File: src/rtl/aes_sub_shift_iter_pkg.sv
// Shared definitions for the iterative SubBytes/ShiftRows stage:
// FSM state encoding, state byte indexing and the forward/inverse S-box tables.
package aes_sub_shift_iter_pkg;

   typedef enum logic [1:0] {
      IDLE = 2'd0,
      SUB  = 2'd1,
      DONE = 2'd2
   } state_t;

   // Forward S-box, entry 0x00 in the most significant byte.
   localparam logic [2047:0] SBOX_FWD = {
      128'h637c777bf26b6fc53001672bfed7ab76,
      128'hca82c97dfa5947f0add4a2af9ca472c0,
      128'hb7fd9326363ff7cc34a5e5f171d83115,
      128'h04c723c31896059a071280e2eb27b275,
      128'h09832c1a1b6e5aa0523bd6b329e32f84,
      128'h53d100ed20fcb15b6acbbe394a4c58cf,
      128'hd0efaafb434d338545f9027f503c9fa8,
      128'h51a3408f929d38f5bcb6da2110fff3d2,
      128'hcd0c13ec5f974417c4a77e3d645d1973,
      128'h60814fdc222a908846eeb814de5e0bdb,
      128'he0323a0a4906245cc2d3ac629195e479,
      128'he7c8376d8dd54ea96c56f4ea657aae08,
      128'hba78252e1ca6b4c6e8dd741f4bbd8b8a,
      128'h703eb5664803f60e613557b986c11d9e,
      128'he1f8981169d98e949b1e87e9ce5528df,
      128'h8ca1890dbfe6426841992d0fb054bb16
   };

   // Inverse S-box, entry 0x00 in the most significant byte.
   localparam logic [2047:0] SBOX_INV = {
      128'h52096ad53036a538bf40a39e81f3d7fb,
      128'h7ce339829b2fff87348e4344c4dee9cb,
      128'h547b9432a6c2233dee4c950b42fac34e,
      128'h082ea16628d924b2765ba2496d8bd125,
      128'h72f8f66486689816d4a45ccc5d65b692,
      128'h6c704850fdedb9da5e154657a78d9d84,
      128'h90d8ab008cbcd30af7e45805b8b34506,
      128'hd02c1e8fca3f0f02c1afbd0301138a6b,
      128'h3a9111414f67dcea97f2cfcef0b4e673,
      128'h96ac7422e7ad3585e2f937e81c75df6e,
      128'h47f11a711d29c5896fb7620eaa18be1b,
      128'hfc563e4bc6d279209adbc0fe78cd5af4,
      128'h1fdda8338807c731b11210592780ec5f,
      128'h60517fa919b54a0d2de57a9f93c99cef,
      128'ha0e03b4dae2af5b0c8ebbb3c83539961,
      128'h172b047eba77d626e169146355210c7d
   };

   // Byte position of state element (r,c): 4c + r.
   function automatic logic [3:0] idx(input logic [1:0] r, input logic [1:0] c);
      return {c, r};
   endfunction

   // Pick entry b out of a 256-byte table stored MSB-first.
   function automatic logic [7:0] tbl_byte(input logic [2047:0] tbl, input logic [7:0] b);
      logic [10:0] base;
      base = 11'd2047 - {b, 3'b000};
      return tbl[base -: 8];
   endfunction

   function automatic logic [7:0] sbox_fwd(input logic [7:0] b);
      return tbl_byte(SBOX_FWD, b);
   endfunction

   function automatic logic [7:0] sbox_inv(input logic [7:0] b);
      return tbl_byte(SBOX_INV, b);
   endfunction

endpackage

File: src/rtl/aes_sub_shift_iter_sbox.sv
// Single combinational S-box lane; INVERSE selects the decrypt table.
module aes_sbox #(
   parameter bit INVERSE = 1'b0
) (
   input  logic [7:0] din,
   output logic [7:0] dout
);
   import aes_sub_shift_iter_pkg::*;

   // Table lookup for the selected direction.
   always_comb begin
      if (INVERSE) begin
         dout = sbox_inv(din);
      end else begin
         dout = sbox_fwd(din);
      end
   end

endmodule

File: src/rtl/aes_sub_shift_iter.sv
// Iterative SubBytes+ShiftRows (or inverse) stage. Four shared S-box lanes
// process one input column per cycle; the ShiftRows permutation is folded
// into where each lane result is written in the output register.
module aes_sub_shift_iter #(
   parameter bit INVERSE = 1'b0
) (
   input  logic         clk,
   input  logic         rst,
   input  logic         in_valid,
   output logic         in_ready,
   input  logic [0:127] data_in,
   output logic         out_valid,
   input  logic         out_ready,
   output logic [0:127] data_out,
   output logic         busy
);
   import aes_sub_shift_iter_pkg::*;

   state_t       state;
   logic [1:0]   cnt;
   logic [0:127] in_reg;
   logic [0:127] out_reg;
   logic         out_valid_r;
   logic         busy_r;

   logic [7:0]   lane_in  [4];
   logic [7:0]   lane_out [4];
   logic [1:0]   dst_col  [4];

   // Select the bytes of column cnt for the lanes and the shifted destination column per row.
   always_comb begin
      for (int r = 0; r < 4; r++) begin
         lane_in[r] = in_reg[{idx(2'(r), cnt), 3'b000} +: 8];
         if (INVERSE) begin
            dst_col[r] = cnt + 2'(r);
         end else begin
            dst_col[r] = cnt - 2'(r);
         end
      end
   end

   genvar g;
   for (g = 0; g < 4; g++) begin : g_lane
      aes_sbox #(.INVERSE(INVERSE)) u_sbox (
         .din  (lane_in[g]),
         .dout (lane_out[g])
      );
   end

   // Control FSM plus the input/output state registers.
   always_ff @(posedge clk or posedge rst) begin
      if (rst) begin
         state       <= IDLE;
         cnt         <= 2'd0;
         in_reg      <= 128'd0;
         out_reg     <= 128'd0;
         out_valid_r <= 1'b0;
         busy_r      <= 1'b0;
      end else begin
         case (state)
            IDLE: begin
               if (in_valid) begin
                  in_reg <= data_in;
                  cnt    <= 2'd0;
                  busy_r <= 1'b1;
                  state  <= SUB;
               end
            end
            SUB: begin
               for (int r = 0; r < 4; r++) begin
                  out_reg[{idx(2'(r), dst_col[r]), 3'b000} +: 8] <= lane_out[r];
               end
               if (cnt == 2'd3) begin
                  cnt         <= 2'd0;
                  busy_r      <= 1'b0;
                  out_valid_r <= 1'b1;
                  state       <= DONE;
               end else begin
                  cnt <= cnt + 2'd1;
               end
            end
            DONE: begin
               // Output is held until downstream takes it; a waiting block may follow immediately.
               if (out_ready) begin
                  out_valid_r <= 1'b0;
                  if (in_valid) begin
                     in_reg <= data_in;
                     cnt    <= 2'd0;
                     busy_r <= 1'b1;
                     state  <= SUB;
                  end else begin
                     state <= IDLE;
                  end
               end
            end
            default: begin
               state       <= IDLE;
               cnt         <= 2'd0;
               out_valid_r <= 1'b0;
               busy_r      <= 1'b0;
            end
         endcase
      end
   end

   // Accept new data when idle, or in DONE only when the result leaves this cycle.
   always_comb begin
      case (state)
         IDLE:    in_ready = 1'b1;
         DONE:    in_ready = out_ready;
         default: in_ready = 1'b0;
      endcase
   end

   assign out_valid = out_valid_r;
   assign busy      = busy_r;
   assign data_out  = out_reg;

endmodule

File: config.mk
export PLATFORM = sky130hd
export DESIGN_NAME = aes_sub_shift_iter
export DESIGN_NICKNAME = d
export VERILOG_FILES = /design/src/rtl/aes_sub_shift_iter_pkg.sv /design/src/rtl/aes_sub_shift_iter_sbox.sv /design/src/rtl/aes_sub_shift_iter.sv
export SDC_FILE = /design/constraint.sdc
export NUM_CORES = 1
export LEC_CHECK = 0
export BUFFER_PORTS_ARGS = -buffer_cell sky130_fd_sc_hd__buf_4
export CAP_MARGIN = 20
export CORE_MARGIN = 10
export CORE_UTILIZATION = 35
export DETAILED_ROUTE_END_ITERATION = 6
export HOLD_SLACK_MARGIN = 0.12
export PLACE_DENSITY_LB_ADDON = 0.2
export SLEW_MARGIN = 25
export SYNTH_ARGS = -nofsm -noshare
export SYNTH_HDL_FRONTEND = slang
export SYNTH_SLANG_ARGS = --single-unit
export TNS_END_PERCENT = 1
File: constraint.sdc
create_clock -name clk -period 18.6 [get_ports clk]
set_input_delay 3.72 -clock clk [delete_from_list [all_inputs] [get_ports clk]]
set_output_delay 3.72 -clock clk [all_outputs]
set_load 0.03 [all_outputs]
==> results of run 1 <==
[cell type report]
cell class / instances / area, µm²
Inverter: 49 / 196.4
Sequential cell: 262 / 6564
Fill cell: 7105 / 42380
Clock inverter: 20 / 221.5
Timing Repair Buffer: 307 / 2325
Tap cell: 940 / 1176
Clock buffer: 38 / 832.0
Multi-Input combinational cell: 2284 / 16320
Antenna cell: 3 / 7.507
[per-stage QoR]
step / worst slack (ns) / hold slack (ns)
finish: 10.55 / 0.4835
global route: 10.53 / 0.5047
CTS: 10.55 / 0.4884
detailed placement: 10.55 / 0.4722
global placement: 10.54 / 0.4674
floorplan: 7.668 / 0.4593
[worst register-to-register path, stage by stage, from the launching register on]
cell	delay, ns
dfrtp_4	0.72
buf_4	0.63
mux4_2	0.87
inv_1	0.45
ha_1	0.69
inv_1	0.41
nand2_1	0.37
nand3_1	0.23
o311ai_0	0.24
a311oi_1	0.16
o311ai_1	0.76
o21ai_0	0.20
[logic make-up after synthesis]
kind of cell | share of synthesized area
xor+xnor | 0.005669
flops | 0.2652
buf+inv | 0.07633
fa+ha+maj | 0.03037
compound gates | 0.3105
mux | 0.1289
simple gates | 0.1830
[cells in the final DEF, fill, tap and decap left out, types with 48 or more instances in the layout]
| cell | n |
|---|---|
| buf_4 | 306 |
| nand2_1 | 268 |
| dfrtp_1 | 260 |
| o21ai_0 | 161 |
| mux2_2 | 152 |
| a21oi_1 | 140 |
| nor2_1 | 137 |
| nand2b_1 | 93 |
| nand3_1 | 90 |
| mux2i_1 | 76 |
| o211ai_1 | 67 |
| nor3_1 | 66 |
| a31oi_1 | 65 |
| ha_1 | 60 |
| a211oi_1 | 49 |
| nor2b_1 | 48 |
[final timing paths]
check | startpoint | end | slack, ns | cells past startpoint
min | data_out[33] | data_out[33] | 0.48 | 2
max | out_ready | in_ready | 10.55 | 4
max reg2reg | cnt[1] | data_out[46] | 12.71 | 11
min reg2reg | data_out[33] | data_out[33] | 0.48 | 2
min in group asynchronous | rst | in_reg[96] | 3.29 | 2
max in group asynchronous | rst | data_out[25] | 13.02 | 4
[layer usage]
layer | routed length [µm] | GRT usage
met5 | 41 | 0
met4 | 6318 | 0.1283
met3 | 12380 | 0.05708
met2 | 50890 | 0.4126
met1 | 48160 | 0.3642
==> summary.txt, run 1 <==
Synth
  – Top-count cell post-synth: nand2_1
  – Main synth FF type: dfrtp_1
  – Register area share after synthesis: 0.2652
  – EDFF count, synth: 0
  – Mapped Area: 24720 µm²
  – Post-Syn Instances: between 2000 and 3000
  – Synth cell types: 110
  – Ys async rst share: 1.000
  – Cell taking the most area after synthesis: dfrtp_1
  – Synth cell count leaders: 268 x nand2_1, 262 x dfrtp_1, 161 x o21ai_0
  – Syn Nets: 3092
  – Top cells by area, synth: dfrtp_1 27%, mux2_2 6.9%, nand2_1 4.1%
  – Warnings from Yosys: 0
  – Yosys top cell area share: 0.2652
  – Synthesized area per cell: 8.524 µm²
  – Number of synthesized register bits: around 260

Timing
  – Post-layout min period: 8.051 ns
  – Post-Route Skew: 0.01800 ns
  – Worst-Margin Slew: ~1.1 ns
  – FMAX: 124.2 MHz
  – TNS Setup: 0 ns
  – Final setup fails: 0
  – RSZ-0062 raised after global routing: false
  – Slew Limit Fails: 0
  – Fin crit share: 0.4328
  – Fin. Hold Viols: 0
  – Max_slew headroom: 0.2580

Finish
  – Post-route cell area: ~28000 µm²
  – Synthesis-to-finish area growth: 11.83%
  – Layout cell share with drive strength beyond 1: 0.2166
  – Final #Nets: between 3000 and 4000
  – Post-layout util: 0.3948
  – Final Non-Filler Cells: between 3000 and 4000

Floorplan
  – Core area: 70030 µm²
  – Rows: 97
  – Initial core utilization: 0.3530
  – Die Span X: 285.8 µm
  – Die height: about 290 µm
  – I/O pins: 263
  – Die footprint: between 80000 and 90000 µm²

Run status
  – Violated checks: DRC
  – Outcome: finished, violations left

Setup path
  – Required time of the critical path: 14.88 ns
  – Slowest cell delay on critical path: 0.18 ns
  – Slowest CP cell: buf_4
  – CP delay by family, top: simple AND/OR/NAND/NOR gates
  – CP Class: in2out
  – Worst path cell trace: buf_4 > nand2b_1 > nor2b_1 > buf_4
  – CP dominant cell by count: buf_4
  – Critical Path Start Type: input port
  – Crit-path max FO: 3
  – Critical path data arrival time: between 4 and 5 ns
  – Bufs and invs on worst path: 2
  – Setup crit end kind: primary output

Clock network
  – Clock root buffer master: clkbuf_16
  – Clock insertion delay at the later pin of the skew report: about 0.6 ns
  – Cts repair resizes: 0
  – CTS clk-pin slew, worst paths: around 0.060 ns
  – Total CTS buffers: 31
  – Setup Buffers After CTS: 0
  – Bufs on Longest Clock Path: 3
  – Clock sinks: 262
  – CTS tree: built
  – CTS H-tree depth: 1
  – Hold_buf cts: 0

Global routing
  – Pin count of the biggest net entering global routing: 124
  – First-pass GRT wire length: 174000 µm
  – Total GRT Usage: 0.2717
  – Grt ovf: 0
  – Vias in the first global route: 25530
  – Initial antenna violation count: 7

Placement
  – IO buf count: 262
  – DPL Wire Length: approximately 82000 µm
  – RePlAce Congestion: 1.003
  – Dpl cells: 3842
  – Dpl cell area: roughly 27000 µm²

Drt
  – DR WL/cell: between 30 and 40 µm
  – Final WL: 117800 µm
  – Drt pass-1 iters: 7
  – Antenna-violating nets left: 0
  – # DRC: 6
  – 1st-iter DRT viols: 4052
  – Via density per instance: 6.823
  – Via count: 26630

Job
  – Max_cap viols: 0

Min path
  – Hold Crit Class: reg2reg
Power of run 1 is left out: the tool's default activity adds up to more than one toggle a clock period on the data nets, which glitch-free logic cannot reach.
==> run 2: changes to the inputs <==
--- a/config.mk
+++ b/config.mk
@@ -5,6 +5,7 @@
 export SDC_FILE = /design/constraint.sdc
 export NUM_CORES = 1
 export LEC_CHECK = 0
+export ABC_AREA = 1
 export BUFFER_PORTS_ARGS = -buffer_cell sky130_fd_sc_hd__buf_4
 export CAP_MARGIN = 20
 export CORE_MARGIN = 10
==> constraint.sdc (replaced) <==
create_clock -name clk -period 8.15 [get_ports clk]
set_input_delay 1.63 -clock clk [delete_from_list [all_inputs] [get_ports clk]]
set_output_delay 1.63 -clock clk [all_outputs]
set_load 0.03 [all_outputs]
==> summary.txt, run 2 <==
Timing
  – Max_slew headroom: 0.3306
  – FMAX: between 200 and 250 MHz
  – Final setup fails: 0
  – Fin. Hold Viols: 0
  – Slew Limit Fails: 0
  – Post-layout min period: 4.686 ns
  – Fin crit share: 0.5750
  – Worst-Margin Slew: 1.004 ns
  – Post-Route Skew: approximately 0.020 ns
  – RSZ-0062 raised after global routing: false
  – TNS Setup: 0 ns

Setup path
  – Crit-path max FO: 46
  – R2r worst-path depth: 13
  – Critical path data arrival time: 5.18 ns
  – Worst reg2reg startpoint: cnt[1]
  – R2r endpoint: data_out[25]
  – Critical Path Start Type: flop
  – FF-to-FF setup slack: 3.46 ns
  – Setup crit end kind: flop
  – CP Class: reg2reg
  – Required time of the critical path: 8.64 ns

Drt
  – Drt pass-1 iters: 6
  – Antenna-violating nets left: 0
  – DR WL/cell: 24.00 µm
  – Via count: 28470
  – Final WL: ~110000 µm
  – Via density per instance: 6.001
  – 1st-iter DRT viols: roughly 5000
  – # DRC: 0

Synth
  – Post-synthesis compound-gate area fraction: 0.04860
  – Top-count cell post-synth: nand2_1
  – Main synth FF type: dfrtp_1
  – Mapped Area: between 20000 and 25000 µm²
  – Synth cell count leaders: 1255 x nand2_1, 1147 x nand3_1, 262 x dfrtp_1
  – Register area share after synthesis: 0.2774
  – Simple-gate portion of the synthesized area: 0.5176
  – Number of synthesized register bits: 262
  – EDFF count, synth: 0
  – Ys async rst share: 1.000
  – Synth cell types: 35
  – Post-Synth Adder-Cell Area: 0.03177
  – Post-synthesis mux area share: 0.03860
  – Xor and xnor area share after synthesis: 0
  – Syn Nets: around 4000
  – Cell taking the most area after synthesis: dfrtp_1
  – Post-Syn Instances: around 3800
  – Top cells by area, synth: dfrtp_1 28%, nand3_1 24%, nand2_1 20%
  – Synthesized area per cell: 6.265 µm²
  – Yosys top cell area share: 0.2774
  – Largest family of logic cells by synthesized area: simple AND/OR/NAND/NOR gates
  – Warnings from Yosys: 0

Global routing
  – Vias in the first global route: approximately 26000
  – Grt ovf: 0
  – Initial antenna violation count: 4
  – Pin count of the biggest net entering global routing: between 150 and 200
  – First-pass GRT wire length: around 170000 µm
  – Total GRT Usage: 0.2772

Finish
  – Commonest cells after routing, fill and taps aside: 1242 x nand2_1, 1147 x nand3_1, 303 x buf_4, 260 x dfrtp_1, 176 x nor2_1
  – Post-route cell area: roughly 27000 µm²
  – Layout cell share with drive strength beyond 1: 0.1346
  – Commonest non-fill, non-tap cell in the layout: nand2_1
  – Final #Nets: 4039
  – Synthesis-to-finish area growth: 13.24%

Clock network
  – Setup Buffers After CTS: 0
  – Clock root buffer master: clkbuf_16
  – CTS tree: built
  – Clock sinks: 262
  – Clock insertion delay at the later pin of the skew report: 0.63 ns
  – CTS H-tree depth: 1
  – Total CTS buffers: 30
  – Hold_buf cts: 0
  – CTS clk-pin slew, worst paths: 0.06 ns
  – Cts repair resizes: 0
  – Bufs on Longest Clock Path: 3

Floorplan
  – Die height: between 200 and 300 µm
  – Die Span X: around 280 µm
  – Initial core utilization: 0.3525
  – Rows: between 90 and 100
  – I/O pins: around 260
  – Die footprint: 78320 µm²
  – Core area: 67040 µm²

Placement
  – RePlAce Congestion: 1.018
  – Dpl cell area: about 26000 µm²
  – DPL Wire Length: 79730 µm
  – IO buf count: 262

Min path
  – Hold endpoint: out_valid
  – Hold Path Depth: 2
  – Hold_sp: out_valid
  – Hold Crit Class: reg2reg

Job
  – Max_cap viols: 0

Run status
  – Outcome: finished clean
run 2: changes by cell type after synthesis, sizes merged, moves of 52 or more:
cell,delta
a211oi,-52
a31oi,-64
clkbuf,-62
inv,+122
mux2,-74
mux2i,-78
nand2,+1017
nand2b,-94
nand3,+1068
nand4,+74
nor3,-67
o21ai,-148
run 2: layout make-up:
class / instances / area (µm²)
fillers: 7446 / 40280
multi-input cells: 3078 / 15100
flip-flops and latches: 262 / 6561
repair buffers: 304 / 2295
well taps: 873 / 1092
clock buffers: 44 / 913.4
inverters: 171 / 651.9
clock inverters: 12 / 146.4
diodes: 1 / 2.502
run 2: cell families after synthesis:
group                    count (synthesis)
AND/OR/NAND/NOR                       2741
buffers and inverters                  432
flip-flops                             262
AO/OA/AOI/OAI                          196
multiplexers                            81
adder cells (fa/ha/maj)                 60
run 2: stage by stage:
stage               setup slack (ns)  utilization  hold slack [ns]  instances
finish                         3.464       0.3992           0.4801       4745
global route                   3.213       0.3991           0.4968       4744
CTS                            3.582       0.3991           0.4861       4744
detailed placement             3.609       0.3833           0.4686       4688
global placement               3.502       0.3832           0.4654       4688
floorplan                      3.064            -           0.4711       3772
run 2: routing by layer:
layer	routed length (µm)	track usage
met1	47890	0.3862
met2	46800	0.4017
met3	14210	0.07555
met4	4916	0.1005
met5	48	0
run 2: how the worst max path moves through the flow:
| stage | from | end | slack (ns) |
|---|---|---|---|
| finish | cnt[1] | data_out[25] | 3.46 |
| detailed placement | cnt[1] | data_out[25] | 3.61 |
| global route | cnt[1] | data_out[25] | 3.21 |
| CTS | cnt[1] | data_out[25] | 3.58 |
| floorplan | rst | busy | 3.06 |
| global placement | cnt[1] | data_out[25] | 3.50 |
run 2: critical path: stages (launching register included):
cell and delay, ns:
dfrtp_2 0.66, clkinv_2 0.51, buf_4 0.47, nand3_1 0.17
nand2_2 0.29, inv_2 0.58, buf_4 0.55, nand3_1 0.31
nand3_1 0.24, nand3_1 0.13, nand3_1 0.12, nand3_1 0.21
nand4_1 0.20, nand2_1 0.07
Power of run 2 is left out for the same reason.
